**config.mk**
```make
export PLATFORM = sky130hd
export DESIGN_NAME = biriscv_issue_sched
export DESIGN_NICKNAME = d
export VERILOG_FILES = /design/src/rtl/biriscv_issue_sched_pkg.sv /design/src/rtl/biriscv_issue_sched_scoreboard.sv /design/src/rtl/biriscv_issue_sched.sv
export SDC_FILE = /design/constraint.sdc
export NUM_CORES = 1
export LEC_CHECK = 0
export CAP_MARGIN = 20
export CORE_UTILIZATION = 45
export CTS_CLUSTER_SIZE = 20
export DETAILED_ROUTE_END_ITERATION = 8
export PLACE_DENSITY = 0.79
export SLEW_MARGIN = 10
export SYNTH_ARGS = -nofsm -noshare
export SYNTH_HDL_FRONTEND = slang
export SYNTH_SLANG_ARGS = --single-unit
```
**constraint.sdc**
```tcl
create_clock -name clk_i -period 3.5 [get_ports clk_i]
set_clock_uncertainty 0.15 [all_clocks]
set_input_delay 0.7 -clock clk_i [delete_from_list [all_inputs] [get_ports clk_i]]
set_output_delay 0.7 -clock clk_i [all_outputs]
set_load 0.03 [all_outputs]
```
**src/rtl/biriscv_issue_sched_pkg.sv**
```systemverilog
// biriscv_issue_sched_pkg: opcode field layout, major opcodes and issue-class bit positions
package biriscv_issue_sched_pkg;
  localparam int RD_LSB = 7;
  localparam int RS1_LSB = 15;
  localparam int RS2_LSB = 20;
  localparam logic [6:0] OPC_R = 7'b0110011;
  localparam logic [6:0] OPC_S = 7'b0100011;
  localparam logic [6:0] OPC_B = 7'b1100011;
  localparam int CLS_EXEC = 0;
  localparam int CLS_LSU = 1;
  localparam int CLS_BR = 2;
  localparam int CLS_MUL = 3;
  localparam int CLS_DIV = 4;
  localparam int CLS_CSR = 5;
  localparam int CLS_RDV = 6;
  localparam int CLS_W = 7;
  typedef struct packed {
    logic [4:0] rd;
    logic [4:0] rs1;
    logic [4:0] rs2;
    logic use_rs2;
  } regs_t;
  function automatic regs_t decode_regs(input logic [31:0] op);
    regs_t r;
    r.rd = op[RD_LSB +: 5];
    r.rs1 = op[RS1_LSB +: 5];
    r.rs2 = op[RS2_LSB +: 5];
    r.use_rs2 = (op[6:0] == OPC_R) || (op[6:0] == OPC_S) || (op[6:0] == OPC_B);
    return r;
  endfunction
  function automatic logic cls(input logic [CLS_W-1:0] c, input int b);
    return c[b];
  endfunction
endpackage

```
**src/rtl/biriscv_issue_sched_scoreboard.sv**
```systemverilog
// biriscv_issue_sched_scoreboard: 32-entry pending-writeback bitmap with set/clear and six lookups
module biriscv_issue_sched_scoreboard (
  input  logic            clk_i,
  input  logic            rst_i,
  input  logic            set_i,
  input  logic [4:0]      set_rd_i,
  input  logic            clr_i,
  input  logic [4:0]      clr_rd_i,
  input  logic [5:0][4:0] idx_i,
  output logic [5:0]      hit_o,
  output logic            any_o
);
  logic [31:0] sb_q, sb_d;
  always_comb begin
    sb_d = sb_q;
    if (clr_i) sb_d[clr_rd_i] = 1'b0;
    if (set_i) sb_d[set_rd_i] = 1'b1;
  end
  always_ff @(posedge clk_i)
    sb_q <= rst_i ? '0 : sb_d;
  for (genvar i = 0; i < 6; i++) begin : g_lk
    assign hit_o[i] = sb_q[idx_i[i]];
  end
  assign any_o = |sb_q;
endmodule

```
**src/rtl/biriscv_issue_sched.sv**
```systemverilog
// biriscv_issue_sched: dual-issue decision from register hazards, structural limits and the scoreboard
module biriscv_issue_sched
  import biriscv_issue_sched_pkg::*;
#(
  parameter bit SUPPORT_DUAL_ISSUE = 1'b1,
  parameter bit SUPPORT_MUL_PIPE1 = 1'b1
) (
  input  logic        clk_i,
  input  logic        rst_i,
  input  logic        slot0_valid_i,
  input  logic [31:0] slot0_opcode_i,
  input  logic        slot0_exec_i,
  input  logic        slot0_lsu_i,
  input  logic        slot0_branch_i,
  input  logic        slot0_mul_i,
  input  logic        slot0_div_i,
  input  logic        slot0_csr_i,
  input  logic        slot0_rd_valid_i,
  input  logic        slot1_valid_i,
  input  logic [31:0] slot1_opcode_i,
  input  logic        slot1_exec_i,
  input  logic        slot1_lsu_i,
  input  logic        slot1_branch_i,
  input  logic        slot1_mul_i,
  input  logic        slot1_div_i,
  input  logic        slot1_csr_i,
  input  logic        slot1_rd_valid_i,
  input  logic        issue_ready_i,
  input  logic        squash_i,
  input  logic        wb_valid_i,
  input  logic [4:0]  wb_rd_i,
  input  logic        div_complete_i,
  output logic        issue0_valid_o,
  output logic        issue1_valid_o,
  output logic        div_busy_o,
  output logic        sb_busy_o
);
  regs_t r0, r1;
  logic [CLS_W-1:0] c0, c1;
  logic [5:0] hit;
  logic sb_any, sb_set, haz0, haz1, rd0v, raw1, waw1;
  logic div_busy_q, div_busy_d;
  assign r0 = decode_regs(slot0_opcode_i);
  assign r1 = decode_regs(slot1_opcode_i);
  assign c0 = {slot0_rd_valid_i, slot0_csr_i, slot0_div_i, slot0_mul_i, slot0_branch_i, slot0_lsu_i, slot0_exec_i};
  assign c1 = {slot1_rd_valid_i, slot1_csr_i, slot1_div_i, slot1_mul_i, slot1_branch_i, slot1_lsu_i, slot1_exec_i};
  biriscv_issue_sched_scoreboard u_sb (
    .clk_i    (clk_i),
    .rst_i    (rst_i),
    .set_i    (sb_set),
    .set_rd_i (r0.rd),
    .clr_i    (wb_valid_i && wb_rd_i != 5'd0),
    .clr_rd_i (wb_rd_i),
    .idx_i    ({r1.rd, r1.rs2, r1.rs1, r0.rd, r0.rs2, r0.rs1}),
    .hit_o    (hit),
    .any_o    (sb_any)
  );
  always_comb begin
    haz0 = (hit[0] && r0.rs1 != 5'd0) || (hit[1] && r0.use_rs2 && r0.rs2 != 5'd0) ||
           (hit[2] && cls(c0, CLS_RDV) && r0.rd != 5'd0);
    haz1 = (hit[3] && r1.rs1 != 5'd0) || (hit[4] && r1.use_rs2 && r1.rs2 != 5'd0) ||
           (hit[5] && cls(c1, CLS_RDV) && r1.rd != 5'd0);
    issue0_valid_o = !rst_i && slot0_valid_i && issue_ready_i && !squash_i && !haz0 &&
                     !(cls(c0, CLS_DIV) && div_busy_q) && !(cls(c0, CLS_CSR) && (sb_any || div_busy_q));
    rd0v = cls(c0, CLS_RDV) && r0.rd != 5'd0;
    raw1 = rd0v && (r1.rs1 == r0.rd || (r1.use_rs2 && r1.rs2 == r0.rd));
    waw1 = cls(c0, CLS_RDV) && cls(c1, CLS_RDV) && r1.rd == r0.rd;
    issue1_valid_o = SUPPORT_DUAL_ISSUE && slot1_valid_i && issue0_valid_o &&
                     !cls(c0, CLS_BR) && !cls(c0, CLS_CSR) &&
                     (cls(c1, CLS_EXEC) || (SUPPORT_MUL_PIPE1 && cls(c1, CLS_MUL))) &&
                     !(cls(c1, CLS_MUL) && cls(c0, CLS_MUL)) && !raw1 && !waw1 && !haz1;
    sb_set = issue0_valid_o && ((cls(c0, CLS_LSU) && cls(c0, CLS_RDV)) || cls(c0, CLS_DIV)) && r0.rd != 5'd0;
    div_busy_d = (issue0_valid_o && cls(c0, CLS_DIV)) || (div_busy_q && !div_complete_i);
  end
  always_ff @(posedge clk_i)
    div_busy_q <= rst_i ? 1'b0 : div_busy_d;
  assign div_busy_o = div_busy_q;
  assign sb_busy_o = sb_any;
endmodule

```
==> reports/results.tsv, run 1 <==
metric	value	unit
status	finished clean	
power_density	191	nW/um^2
path_max_fanout	7	
antenna_left	0	
hold_buffers	0	
critPathLaunchType	primary input	
worst_hold_slack	0.353	ns
hpwl	9.20	mm
layout-drive-gt1-share	30.1	%
min_period	3.49	ns
clock_path_buffers	2	
die_h	94.0	microns
synth-simple-area-share	26.4	%
gr-total-overflow	0	
power.leakage	0.00180	uW
final_common_cell	nand2_1	
dpl.cell_count	612	
fp-row-count	33	
synth_mux_area_share	31.8	%
finalSetupViolCount	0	
synthArstFlopShare	0	%
slew_viol_final	0	
cts_tree	done	
required	2.65	ns
final_cells	627	
root_buffer	clkbuf_8	
synthAdderAreaFrac	0	%
routed_via_density	6.48	
fill_cells	684	
grt_pass1_wl	20.6	mm
slew-limit-headroom	50.7	%
final_cell_mix	nand2_1, clkdlybuf4s50_1, buf_4	
ioPinCount	95	
area_growth	33.6	%
synth_xor_area_share	3.45	%
start_util	46.3	%
dr_total_vias	4065	
drt_wl_total	13.2	mm
ctsHtreeMaxLevel	2	
cap_violations	0	
syn-num-nets	521	
place_congestion	0.933	
cp.arrival	2.64	ns
n_antenna_cell	0	
cts_made_buffers	5	
avgSynthCellArea	8.85	sq um
netlist_area	3800	sq um
drc_errors	0	
clk_pin_slew	0.06	ns
antenna_found_initial	0	
die_w	94.0	microns
yosys_warnings	0	
grt_max_degree	36	
yosys_register_bits	33	
grtUsageTotal	31.0	%
grt_pass1_vias	4023	
synth_cells	430	
fin_crit_sh	99.8	%
hold_viol	0	
worstMarginPinSlew	0.738	ns
place.port_buffers	69	
min_path_type	flip-flop to flip-flop	
synth-compound-area-share	15.6	%
ys_seq_area_share	17.4	%
core	8220	sq um
power	969	uW
irDropWorstVdd	0.155	mV
critical_path_class	primary input to primary output	
ys_types	58	
place_ws	-0.449	ns
fmax	0.286	GHz
drt_iter0_drc	400	
synth-edff-count	0	
routedWlPerCell	21.0	microns
synthFlopType	dfxtp_1	
clock_latency	0.29	ns
critPathCaptureType	primary output	
synth_top_family_by_area	multiplexers	
finalWorstSetupSlack	0.00863	ns
clock_sinks	33	
dieArea	8830	sq um
dr.pass1.iters	5	
nets	613	
==> worst max-delay path: stages <==
cell and delay [ns]:
clkdlybuf4s15_1 0.19, buf_6 0.15, buf_6 0.11, mux2i_2 0.14, mux4_2 0.49, a31oi_1 0.18
o311a_1 0.27, a31oi_4 0.07, nand2_4 0.14, inv_2 0.06, buf_6 0.13
==> layout make-up <==
cell class	count	area, sq um	share of cell area [%]
well taps	105	131	2.58
repair buffers	120	1150	22.7
multi-input cells	353	3020	59.3
inverters	9	33.8	0.665
clock buffers	7	86.3	1.70
flip-flops and latches	33	661	13.0
==> registers in the layout (all words and copies together) (netlist names) <==
signal	cells
u_sb.sb_q	32
div_busy_o	1
==> path summary, 6_finish.rpt <==
path | start | to | slack (ns) | cells after the start
worst min register to register | u_sb.sb_q[0]$_SDFF_PP0_ | u_sb.sb_q[0]$_SDFF_PP0_ | 0.35 | 1
worst min-delay path | u_sb.sb_q[0]$_SDFF_PP0_ | u_sb.sb_q[0]$_SDFF_PP0_ | 0.35 | 1
worst max register to register | u_sb.sb_q[20]$_SDFF_PP0_ | u_sb.sb_q[24]$_SDFF_PP0_ | 0.70 | 8
worst max-delay path | slot0_opcode_i[21] | issue0_valid_o | 0.009 | 11
==> power by group <==
part | internal, uW | total (uW) | switching, uW
logic | 164 | 305 | 140
clock network | 156 | 286 | 131
registers | 376 | 378 | 1.55
==> layer usage <==
layer | share of wire, % | global-route usage (%) | routed length, microns
met4 | 6.0 | 18.5 | 792
met3 | 11 | 4.61 | 1470
met5 | 0 | 0 | 0
met2 | 47 | 51.0 | 6210
met1 | 36 | 38.3 | 4700
==> kinds of logic after synthesis <==
logic type | count (synthesis)
XOR/XNOR | 15
multiplexers | 73
AO/OA/AOI/OAI | 80
buffers and inverters | 44
flip-flops | 33
AND/OR/NAND/NOR | 185
==> synthesized netlist by cell type, types with 10 or more instances <==
cell type | instances | share of area, %
mux4_2 | 30 | 18
nor3_1 | 12 | 1.6
dfxtp_1 | 33 | 17
nand3_1 | 16 | 2.1
nand2b_1 | 10 | 1.6
xnor2_1 | 10 | 2.3
nand2_1 | 57 | 5.6
nor2b_1 | 23 | 3.8
o21ai_2 | 27 | 6.2
nor2_1 | 14 | 1.4
mux2i_1 | 32 | 8.4
clkbuf_1 | 20 | 2.0
nand3b_1 | 23 | 4.5
o21ai_0 | 18 | 2.4
==> stage by stage <==
step | util, % | area, sq um | TNS, ns
3_3_place_gp | 58.5 | 4800 | -0.820
6_report | 61.9 | 5080 | 0
2_1_floorplan | - | 3810 | 0
4_1_cts | 60.9 | 5000 | 0
3_5_place_dp | 58.5 | 4800 | -0.955
5_1_grt | 61.9 | 5080 | -0.0495
==> what timing repair did <==
item / 4_1_cts / 5_1_grt
gates resized for setup: 54 / 31
setup buffers: 7 / 3
endpoints found under the setup margin: 2 / 2
hold endpoints to repair: 0 / 0
pin swaps: 9 / 12
(Power assumes the default switching activity.)
==> inputs of run 2 (changes only) <==
ABC_CLOCK_PERIOD_IN_PS = 3500   (was not set)
GPL_TIMING_DRIVEN = 0   (was not set)
TNS_END_PERCENT = 1   (was not set)
==> reports/results.tsv, run 2 (same netlist as run 1, synthesis figures left out) <==
metric	value	unit
clock_latency	0.29	ns
drc_errors	0	
place_congestion	0.939	
dr_total_vias	4004	
start_util	46.3	%
hold_buffers	0	
fmax	0.289	GHz
hpwl	8.84	mm
fp-row-count	33	
power_density	215	nW/um^2
critPathCaptureType	primary output	
clock_sinks	33	
antenna_found_initial	0	
multi_input_area	2960	sq um
critPathLaunchType	primary input	
gr-total-overflow	0	
path_max_fanout	10	
final-seq-area	661	sq um
worstMarginPinSlew	0.988	ns
power.leakage	0.00167	uW
layout-drive-gt1-share	23.9	%
antenna_left	0	
hold_start	div_busy_o$_SDFF_PP0_	
fill_cells	716	
n_antenna_cell	0	
routedWlPerCell	21.2	microns
root_buffer	clkbuf_8	
hold_depth	2	
fin_crit_sh	98.9	%
rr_endpoint	u_sb.sb_q[13]$_SDFF_PP0_	
clock_path_buffers	2	
cpPeakStageDelay	0.29	ns
required	2.65	ns
cts_made_buffers	5	
nets	592	
final_cells	607	
crit-reg2reg-launch	u_sb.sb_q[17]$_SDFF_PP0_	
final_cell_mix	nand2_1, clkdlybuf4s50_1, dfxtp_1	
clk_pin_slew	0.07	ns
slowest_stage	a31oi_4	
grt_pass1_vias	3866	
cpLargestDelayFamily	buffers and inverters	
drt_wl_total	12.9	mm
ctsHtreeMaxLevel	2	
ioPinCount	95	
die_h	94.0	microns
cp.arrival	2.61	ns
cap_violations	0	
core	8220	sq um
status	finished clean	
timing.reg2reg.setup_slack	0.76	ns
cts_tree	done	
dpl.cell_count	589	
area_growth	26.5	%
die_w	94.0	microns
critPathBufInv	3	
grtUsageTotal	29.8	%
final_common_cell	nand2_1	
place.port_buffers	54	
grt_pass1_wl	19.9	mm
cp_cell_sequence	clkbuf_4 > clkbuf_4 > mux2i_1 > o32ai_1 > mux2i_1 > o2111ai_2 > a31oi_4 > nand2_4 > nor4_4 > buf_4	
min_period	3.46	ns
hold_viol	0	
grt_max_degree	11	
largest-register	u_sb.sb_q	
slew_viol_final	0	
largest_register_ffs	32	
irDropWorstVdd	0.204	mV
fin_util	58.6	%
drt_iter0_drc	409	
finalSetupViolCount	0	
rsz0062_at_grt	yes	
routed_via_density	6.60	
min_path_type	flip-flop to flip-flop	
r2r_cells	10	
power	1030	uW
dieArea	8830	sq um
dr.pass1.iters	5	
critical_path_class	primary input to primary output	
hold_path_end	div_busy_o$_SDFF_PP0_	
slew-limit-headroom	33.7	%
run 2: what timing repair did:
| action | in CTS | in global routing |
|---|---|---|
| gates cloned | 1 | 0 |
| endpoints found under the setup margin | 2 | 2 |
| pin swaps | 5 | 5 |
| resized for setup | 56 | 15 |
| buffers inserted | 9 | 1 |
run 2: cell type report:
type                       instances  share of cell area (%)
clock buffer                       7                    1.79
timing repair buffer              65                    13.0
sequential                        33                    13.7
tap                              105                    2.73
inverter                           9                   0.702
multi-input combinational        353                    61.6
buffer                            34                    5.82
clock inverter                     1                   0.624
run 2: routing by layer:
metal | vias to the layer above | track usage (%) | part of all wire (%)
li1 | 1763 | - | -
met1 | 1887 | 36.4 | 38
met2 | 298 | 47.1 | 45
met3 | 56 | 8.09 | 12
met4 | 0 | 17.4 | 4.7
met5 | - | 0 | 0
run 2: worst reg2reg max path: stages (launching register included):
cell	delay (ns)
dfxtp_1	0.62
mux2i_1	0.17
mux4_1	0.53
a31oi_1	0.17
o311a_1	0.27
a31oi_4	0.07
nand2_4	0.15
buf_4	0.12
buf_4	0.13
buf_6	0.18
o21ai_2	0.08
run 2: worst max-delay path by stage:
stage / start / end / depth (start not counted)
2_1_floorplan: slot1_opcode_i[16] / issue1_valid_o / 8
3_3_place_gp: slot0_opcode_i[11] / issue0_valid_o / 10
3_5_place_dp: slot0_opcode_i[11] / issue0_valid_o / 10
4_1_cts: slot1_opcode_i[8] / issue1_valid_o / 8
5_1_grt: slot0_opcode_i[20] / issue1_valid_o / 9
6_report: slot0_opcode_i[7] / issue1_valid_o / 10
run 2: per-stage QoR:
step	TNS, ns	setup slack (ns)	cell area [sq um]	hold WS [ns]
after floorplan	0	0.0377	3810	0.310
after global placement	-3.88	-1.27	4490	0.328
after detailed placement	-2.46	-1.20	4490	0.334
after CTS	0	0.00340	4780	0.348
after global routing	-0.0272	-0.0272	4810	0.362
final	0	0.0373	4810	0.348
run 2: where the power goes:
| group | switching, uW | leakage, uW | internal [uW] |
|---|---|---|---|
| clock network | 150 | 0.0000585 | 232 |
| logic | 135 | 0.00134 | 138 |
| registers | 1.51 | 0.000266 | 376 |
| total | 287 | 0.00167 | 746 |
==> inputs of run 3 (changes only) <==
ABC_CLOCK_PERIOD_IN_PS = 4350   (was 3500)
clock period = 4.35 ns   (was 3.5 ns; I/O delays follow)
==> reports/results.tsv, run 3 (same netlist as run 1, synthesis figures left out) <==
metric	value	unit
hold_viol	0	
irDropWorstVdd	0.161	mV
slew-limit-headroom	48.0	%
final_common_cell	nand2_1	
power.leakage	0.00156	uW
final-seq-area	661	sq um
die_h	94.0	microns
critPathCaptureType	primary output	
hold_path_end	u_sb.sb_q[0]$_SDFF_PP0_	
grt_max_degree	12	
finalSetupTns	0	ns
fmax	0.236	GHz
drt_iter0_drc	376	
cp.arrival	3.23	ns
layout-drive-gt1-share	20.0	%
clock_sinks	33	
routedWlPerCell	20.9	microns
clock_latency	0.29	ns
antenna_found_initial	0	
min_path_type	flip-flop to flip-flop	
hold_start	u_sb.sb_q[0]$_SDFF_PP0_	
critPathLaunchType	primary input	
ioPinCount	95	
top_layer_used	met4	
gr-total-overflow	0	
grt_pass1_vias	3747	
routed_via_density	6.53	
clock_path_buffers	2	
fp-row-count	33	
start_util	46.3	%
path_max_fanout	10	
rr_endpoint	u_sb.sb_q[11]$_SDFF_PP0_	
largest_register_ffs	32	
grt_pass1_wl	19.2	mm
cap_violations	0	
dr.pass1.iters	5	
post_cts.repair.setup_buffers	0	
status	finished clean	
core	8220	sq um
final_cell_mix	nand2_1, clkdlybuf4s50_1, dfxtp_1	
n_antenna_cell	0	
dr_total_vias	3891	
r2r_cells	8	
place_ws	-0.820	ns
critical_path_class	primary input to primary output	
fin_crit_sh	97.6	%
largest-register	u_sb.sb_q	
clk_pin_slew	0.07	ns
root_buffer	clkbuf_8	
min_period	4.25	ns
worstMarginPinSlew	0.774	ns
area_growth	21.0	%
hpwl	8.93	mm
dieArea	8830	sq um
crit-reg2reg-launch	u_sb.sb_q[12]$_SDFF_PP0_	
timing.reg2reg.setup_slack	1.84	ns
power_density	159	nW/um^2
fin_util	56.0	%
grtUsageTotal	28.9	%
nets	581	
final_cells	596	
antenna_left	0	
drc_errors	0	
place_congestion	0.925	
cts_made_buffers	5	
ctsHtreeMaxLevel	2	
finalSetupViolCount	0	
slew_viol_final	0	
die_w	94.0	microns
cts_tree	done	
multi_input_area	2950	sq um
drt_wl_total	12.4	mm
place.port_buffers	54	
wl_met2	5.70	mm
dpl.cell_count	589	
fill_cells	726	
wl_met1	4.53	mm
finalWorstSetupSlack	0.105	ns
dr_wl_met3	1.67	mm
hold_depth	1	
required	3.33	ns
-- run 3: layout make-up --
type / instances / area share [%]
multi-input cells: 353 / 64.1
flip-flops and latches: 33 / 14.3
repair buffers: 54 / 11.7
plain buffers: 34 / 4.35
well taps: 105 / 2.85
clock buffers: 5 / 1.49
inverters: 9 / 0.734
clock inverters: 3 / 0.380
-- run 3: worst max-delay path: stages --
cell and delay (ns):
clkdlybuf4s50_1 0.51, buf_6 0.18, nor4_1 0.08, o41ai_2 0.41, o2111ai_2 0.22, a31oi_4 0.28, nand2_4 0.14, buf_6 0.18
inv_1 0.05, clkdlybuf4s15_2 0.28
-- run 3: per-layer routing --
layer  vias to the layer above  global-route usage, %
met3                        57                   5.02
li1                       1750                      -
met5                         -                      0
met4                         0                   16.0
met2                       304                   46.2
met1                      1780                   36.8
-- run 3: metrics by stage --
stage	hold slack (ns)	power, uW	instance area (sq um)
global route	0.353	767	4600
finish	0.340	734	4600
CTS	0.339	731	4580
detailed placement	0.328	505	4480
floorplan	0.310	424	3800
global placement	0.328	501	4480
-- run 3: repair_timing --
action                                  4_1_cts  5_1_grt
resized for setup                            18       15
endpoints found under the hold margin         0        0
hold buffers                                  0        0
endpoints found under the setup margin        2        2
pin swaps                                     1        3
-- run 3: worst max-delay path by stage --
stage                       startpoint        endpoint  slack, ns
floorplan           slot1_opcode_i[15]  issue1_valid_o       0.20
global placement     slot0_opcode_i[8]  issue1_valid_o      -0.80
detailed placement   slot0_opcode_i[8]  issue1_valid_o      -0.82
CTS                 slot0_opcode_i[11]  issue0_valid_o      0.009
global route         slot0_opcode_i[7]  issue0_valid_o     -0.003
finish              slot0_opcode_i[11]  issue0_valid_o       0.10
-- run 3: power breakdown --
group	internal [uW]	switching (uW)
logic	99.2	101
registers	302	1.24
clock network	110	120
total	512	222
